<file path="src/rtl/qar_pkg.sv">
// rtl/qar_pkg.sv - shared QAR-Core widths and writeback request type
package qar_pkg;

    localparam int XLEN       = 32;
    localparam int REG_ADDR_W = 5;
    localparam int NUM_REGS   = 32;

    typedef struct packed {
        logic [REG_ADDR_W-1:0] rd;
        logic [XLEN-1:0]       data;
    } wb_req_t;

    function automatic logic [NUM_REGS-1:0] reg_onehot(input logic [REG_ADDR_W-1:0] r);
        return NUM_REGS'(1) << r;
    endfunction

endpackage

</file>
<file path="src/rtl/wb_fifo.sv">
// rtl/wb_fifo.sv - synchronous FIFO of writeback requests with per-entry rd view
module wb_fifo
    import qar_pkg::*;
#(
    parameter int DEPTH = 2
) (
    input  logic                            clk,
    input  logic                            rst,
    input  logic                            push,
    input  wb_req_t                         push_req,
    input  logic                            pop,
    output wb_req_t                         head,
    output logic                            full,
    output logic                            empty,
    output logic [DEPTH-1:0]                ent_valid,
    output logic [DEPTH-1:0][REG_ADDR_W-1:0] ent_rd
);

    localparam int AW = $clog2(DEPTH);

    logic [AW:0]      wr_ptr;
    logic [AW:0]      rd_ptr;
    logic [DEPTH-1:0] vld;
    wb_req_t          mem [DEPTH];
    logic             do_push;
    logic             do_pop;

    assign empty   = (wr_ptr == rd_ptr);
    assign full    = (wr_ptr[AW] != rd_ptr[AW]) && (wr_ptr[AW-1:0] == rd_ptr[AW-1:0]);
    assign do_push = push && !full;
    assign do_pop  = pop && !empty;
    assign head    = mem[rd_ptr[AW-1:0]];

    always_ff @(posedge clk) begin
        if (rst) begin
            wr_ptr <= '0;
            rd_ptr <= '0;
            vld    <= '0;
        end else begin
            if (do_push) begin
                wr_ptr                <= wr_ptr + (AW+1)'(1);
                vld[wr_ptr[AW-1:0]]   <= 1'b1;
            end
            if (do_pop) begin
                rd_ptr                <= rd_ptr + (AW+1)'(1);
                vld[rd_ptr[AW-1:0]]   <= 1'b0;
            end
        end
    end

    // Payload storage needs no reset; the valid bits gate every use of it.
    always_ff @(posedge clk) begin
        if (do_push) begin
            mem[wr_ptr[AW-1:0]] <= push_req;
        end
    end

    always_comb begin
        for (int i = 0; i < DEPTH; i++) begin
            ent_rd[i] = mem[i].rd;
        end
    end

    assign ent_valid = vld;

endmodule

</file>
<file path="src/rtl/wb_arbiter.sv">
// rtl/wb_arbiter.sv - ALU/LSU writeback arbiter onto the single register-file write port
module wb_arbiter
    import qar_pkg::*;
#(
    parameter int LSU_DEPTH  = 2,
    parameter int STARVE_MAX = 4
) (
    input  logic                  clk,
    input  logic                  rst,
    input  logic                  alu_valid,
    output logic                  alu_ready,
    input  logic [REG_ADDR_W-1:0] alu_rd,
    input  logic [XLEN-1:0]       alu_data,
    input  logic                  lsu_valid,
    output logic                  lsu_ready,
    input  logic [REG_ADDR_W-1:0] lsu_rd,
    input  logic [XLEN-1:0]       lsu_data,
    output logic                  rf_we,
    output logic [REG_ADDR_W-1:0] rf_waddr,
    output logic [XLEN-1:0]       rf_wdata,
    output logic [NUM_REGS-1:0]   pending_mask
);

    localparam int SW = $clog2(STARVE_MAX + 1);

    wb_req_t                             head;
    logic                                fifo_full;
    logic                                fifo_empty;
    logic                                fifo_push;
    logic                                fifo_pop;
    logic [LSU_DEPTH-1:0]                ent_valid;
    logic [LSU_DEPTH-1:0][REG_ADDR_W-1:0] ent_rd;

    logic [SW-1:0]         starve_cnt, cnt_d, cnt_inc;
    logic                  force_lsu, force_d;
    logic                  we_d;
    logic [REG_ADDR_W-1:0] waddr_d;
    logic [XLEN-1:0]       wdata_d;

    wb_fifo #(.DEPTH(LSU_DEPTH)) u_fifo (
        .clk       (clk),
        .rst       (rst),
        .push      (fifo_push),
        .push_req  ('{rd: lsu_rd, data: lsu_data}),
        .pop       (fifo_pop),
        .head      (head),
        .full      (fifo_full),
        .empty     (fifo_empty),
        .ent_valid (ent_valid),
        .ent_rd    (ent_rd)
    );

    assign lsu_ready = !rst && !fifo_full;
    // x0 writes are architecturally dropped, so they never occupy a slot.
    assign fifo_push = lsu_valid && lsu_ready && (lsu_rd != '0);

    always_comb begin
        alu_ready = 1'b0;
        fifo_pop  = 1'b0;
        we_d      = 1'b0;
        waddr_d   = rf_waddr;
        wdata_d   = rf_wdata;
        cnt_d     = starve_cnt;
        cnt_inc   = starve_cnt + SW'(1);
        force_d   = force_lsu;
        if (!rst) begin
            alu_ready = 1'b1;
            if (force_lsu && !fifo_empty) begin
                alu_ready = 1'b0;
                fifo_pop  = 1'b1;
                we_d      = 1'b1;
                waddr_d   = head.rd;
                wdata_d   = head.data;
                cnt_d     = '0;
                force_d   = 1'b0;
            end else if (alu_valid) begin
                we_d    = (alu_rd != '0);
                waddr_d = alu_rd;
                wdata_d = alu_data;
                if (fifo_empty) begin
                    cnt_d = '0;
                end else if (cnt_inc == SW'(STARVE_MAX)) begin
                    cnt_d   = '0;
                    force_d = 1'b1;
                end else begin
                    cnt_d = cnt_inc;
                end
            end else if (!fifo_empty) begin
                fifo_pop = 1'b1;
                we_d     = 1'b1;
                waddr_d  = head.rd;
                wdata_d  = head.data;
                cnt_d    = '0;
            end else begin
                cnt_d = '0;
            end
        end
    end

    always_ff @(posedge clk) begin
        if (rst) begin
            rf_we      <= 1'b0;
            rf_waddr   <= '0;
            rf_wdata   <= '0;
            starve_cnt <= '0;
            force_lsu  <= 1'b0;
        end else begin
            rf_we      <= we_d;
            rf_waddr   <= waddr_d;
            rf_wdata   <= wdata_d;
            starve_cnt <= cnt_d;
            force_lsu  <= force_d;
        end
    end

    always_comb begin
        pending_mask = '0;
        for (int i = 0; i < LSU_DEPTH; i++) begin
            if (ent_valid[i]) begin
                pending_mask = pending_mask | reg_onehot(ent_rd[i]);
            end
        end
        if (rf_we) begin
            pending_mask = pending_mask | reg_onehot(rf_waddr);
        end
        pending_mask[0] = 1'b0;
    end

endmodule

</file>
<file path="config.mk">
export PLATFORM = sky130hd
export DESIGN_NAME = wb_arbiter
export DESIGN_NICKNAME = d
export VERILOG_FILES = /design/src/rtl/qar_pkg.sv /design/src/rtl/wb_fifo.sv /design/src/rtl/wb_arbiter.sv
export SDC_FILE = /design/constraint.sdc
export NUM_CORES = 1
export LEC_CHECK = 0
export CORE_AREA = 2 2 106 108
export CTS_CLUSTER_DIAMETER = 60
export DETAILED_ROUTE_END_ITERATION = 8
export DIE_AREA = 0 0 108 110
export GPL_TIMING_DRIVEN = 0
export PLACE_DENSITY = 0.84
export REMOVE_ABC_BUFFERS = 1
export SYNTH_ARGS = -nofsm -noshare
export SYNTH_HDL_FRONTEND = slang
export SYNTH_SLANG_ARGS = --single-unit
</file>
<file path="constraint.sdc">
create_clock -name clk -period 6.7 [get_ports clk]
set_input_delay 1.005 -clock clk [delete_from_list [all_inputs] [get_ports clk]]
set_output_delay 1.005 -clock clk [all_outputs]
set_load 0.01 [all_outputs]
</file>
==> qor.csv <==
metric,value,unit
final-seq-area,0.003204,sq mm
dp_hpwl,9.610,mm
timing.final.crit_period,3.795,ns
p_comb_share,18.1,%
powerDensity,278.7,mW/mm^2
p_clk_share,38.4,%
pin_count,150,
multi_input_area,0.002056,sq mm
post_cts_resized,0,
synth_flop_cell,edfxtp_1,
finalSetupViolCount,0,
area_delta_synth_final,38.06,%
drc,0,
h-tree-depth,4,
hold_path_class,reg2reg,
hold_slack,0.4527,ns
die-area,0.01188,sq mm
max_freq,263.5,MHz
hold_buffers,0,
status,"finished, final reports clean",
wirelength,14.62,mm
hold_viol,0,
cts_buffers,17,
async_reset_ff_share,0,%
critPathTopFamily,simple AND/OR/NAND/NOR gates,
start_util,51.25,%
critPathRequiredTime,5.69,ns
synth_area_leaders,"edfxtp_1 41%, dfxtp_1 18%, o221a_1 7.6%",
wl_per_cell,19.57,um
port_buffers,148,
drive_gt1_share,7.426,%
critPathCaptureType,output pin,
rr_startpoint,u_fifo.rd_ptr[0],
cp-start-kind,flip-flop,
synth_seq_cells,123,
p_sw_share,26.25,%
ys_seq_area_share,58.42,%
antenna_found_initial,0,
fp.dieH,110,um
hold_start,starve_cnt[0],
syn_inst,458,
syn_avg_cell_area,11.97,sq um
drt_iter0_markers,299,
ys_warn_count,0,
crit_arrival,2.79,ns
p_sw,0.5539,mW
ys_types,41,
synthDominantCellAreaShare,40.53,%
finClkSkew,0.009728,ns
leakagePower,2.753,nW
num-fill-cells,755,
drtPass1Iterations,5,
vias,4365,
relSlewSlack,11.29,%
yosysMostFrequentCell,edfxtp_1,
clk_latency,0.51,ns
cp_num_buf_inv,1,
max_stage_delay,0.91,ns
die_x,108,um
slowest_stage,nor3b_1,
ir_drop,0.2103,mV
grt_pass1_wl,22.10,mm
ant_nets,0,
synth_top_area_cell,edfxtp_1,
finalSetupTns,0,ns
p_int,1.556,mW
drv_slew,0,
grt-ovfl-total,0,
max_cap_viol_count,0,
core,0.01070,sq mm
clkTransAtPathRegs,0.06,ns
clock_path_buffers,2,
grt_setup_unrepaired,no,
worst_slew_pin_slew,1.331,ns
cts_tree,built,
final_net_count,673,
grt_pass1_vias,4311,
gp_congestion,0.9102,
synth_common_cells,"74 x edfxtp_1, 69 x nand2_1, 49 x dfxtp_1, 40 x a21oi_1, 39 x mux2i_1",
crit_chain,nor3b_1 > a22oi_1 > nand2_1 > clkdlybuf4s50_1,
power_frac_seq,43.5,%
post_cts_buffers,0,
crit_fanout,7,
post-route-period-util,56.64,%
syn-cell-area,0.005483,sq mm
startpoint,u_fifo.mem[0][36],
cts.sinks,123,
row_count,38,
grt_max_degree,48,
cts_root_buffer,clkbuf_8,
via_per_inst,5.843,
grt_util_all_layers,24.77,%
timing_worst_setup_path_type,reg2out,
synth-edff-count,74,
==> cell usage in the layout (no fill, tap or decap), types with 2 or more instances in the layout <==
cell / count
a21oi_1: 40
a222oi_1: 2
a22oi_1: 29
a31oi_1: 2
and3_1: 6
and3b_1: 7
buf_12: 2
buf_8: 4
clkbuf_1: 4
clkbuf_16: 16
clkdlybuf4s50_1: 147
clkinv_2: 4
clkinv_4: 2
dfxtp_1: 48
edfxtp_1: 74
ha_1: 2
inv_1: 8
inv_4: 2
mux2i_1: 39
nand2_1: 69
nor2_1: 16
nor3_1: 3
nor3_4: 2
nor3b_1: 12
o21a_1: 3
o221a_1: 37
or4_1: 2
xnor2_1: 2
==> area by class of cell <==
cell class,count,share of cell area [%]
flip-flops and latches,123,42.33
multi-input cells,289,27.16
repair buffers,154,20.83
clock buffers,21,5.669
well taps,140,2.314
clock inverters,11,1.273
inverters,8,0.3967
diodes,1,0.03306
==> metrics by stage <==
| step | instances | cell area, sq um | setup slack (ns) | utilization, % | power [mW] |
|---|---|---|---|---|---|
| after detailed placement | 714 | 7042 | 3.157 | 65.82 | 1.308 |
| after global placement | 708 | 6925 | 0.9548 | 64.74 | 1.287 |
| final | 747 | 7570 | 2.905 | 70.76 | 2.110 |
| after CTS | 746 | 7567 | 2.977 | 70.74 | 2.120 |
| after global routing | 746 | 7567 | 2.884 | 70.74 | 2.184 |
| after floorplan | 420 | 5269 | 3.497 | - | 1.107 |
==> worst register-to-register path: cells and delay by family (launching register included) <==
| kind | cells | cell delay [ns] |
|---|---|---|
| simple gates | 1 | 0.68 |
| compound gates | 1 | 0.29 |
| xor+xnor | 1 | 0.16 |
| flops | 1 | 0.53 |
| buf+inv | 2 | 0.43 |
==> path summary, 6_finish.rpt <==
path | endpoint | slack, ns | cells after the start
max | pending_mask[4] | 2.91 | 4
min | starve_cnt[0] | 0.45 | 1
max reg2reg | u_fifo.mem[1][10] | 4.29 | 5
min reg2reg | starve_cnt[0] | 0.45 | 1
==> metal layers <==
layer | vias to the layer above | GRT usage, % | part of all wire [%]
li1 | 2015 | - | -
met1 | 2098 | 29.44 | 39
met2 | 236 | 42.41 | 50
met3 | 16 | 8.524 | 10
met4 | 0 | 8.150 | 1.3
met5 | - | 0 | 0
==> logic make-up (layout without fill, tap and decap cells) <==
group                    after synthesis  after routing  synth area share (%)
AND/OR/NAND/NOR                      120            120                 10.61
adder cells (fa/ha/maj)                2              2                0.4563
other                                  1              2               0.06840
AO/OA/AOI/OAI                        122            122                 17.59
XOR/XNOR                               5              5                 1.278
flip-flops                           123            123                 58.42
multiplexers                          39             39                 7.120
buffers and inverters                 46            194                 4.450
==> power groups by stage <==
stage | Clock [mW] | Combinational, mW | Sequential (mW)
2_1_floorplan | 0 | 0.160 | 0.947
3_3_place_gp | 0 | 0.344 | 0.944
3_5_place_dp | 0 | 0.376 | 0.932
4_1_cts | 0.820 | 0.382 | 0.918
5_1_grt | 0.853 | 0.405 | 0.926
6_report | 0.810 | 0.381 | 0.919
==> registers in the layout, indices dropped and copies added (netlist names), named ones only <==
register,cells
u_fifo.mem,74
rf_wdata,32
rf_waddr,5
starve_cnt,3
u_fifo.ent_valid,2
u_fifo.rd_ptr,2
u_fifo.wr_ptr,2
force_lsu,1
rf_we,1
(Power assumes the default switching activity.)
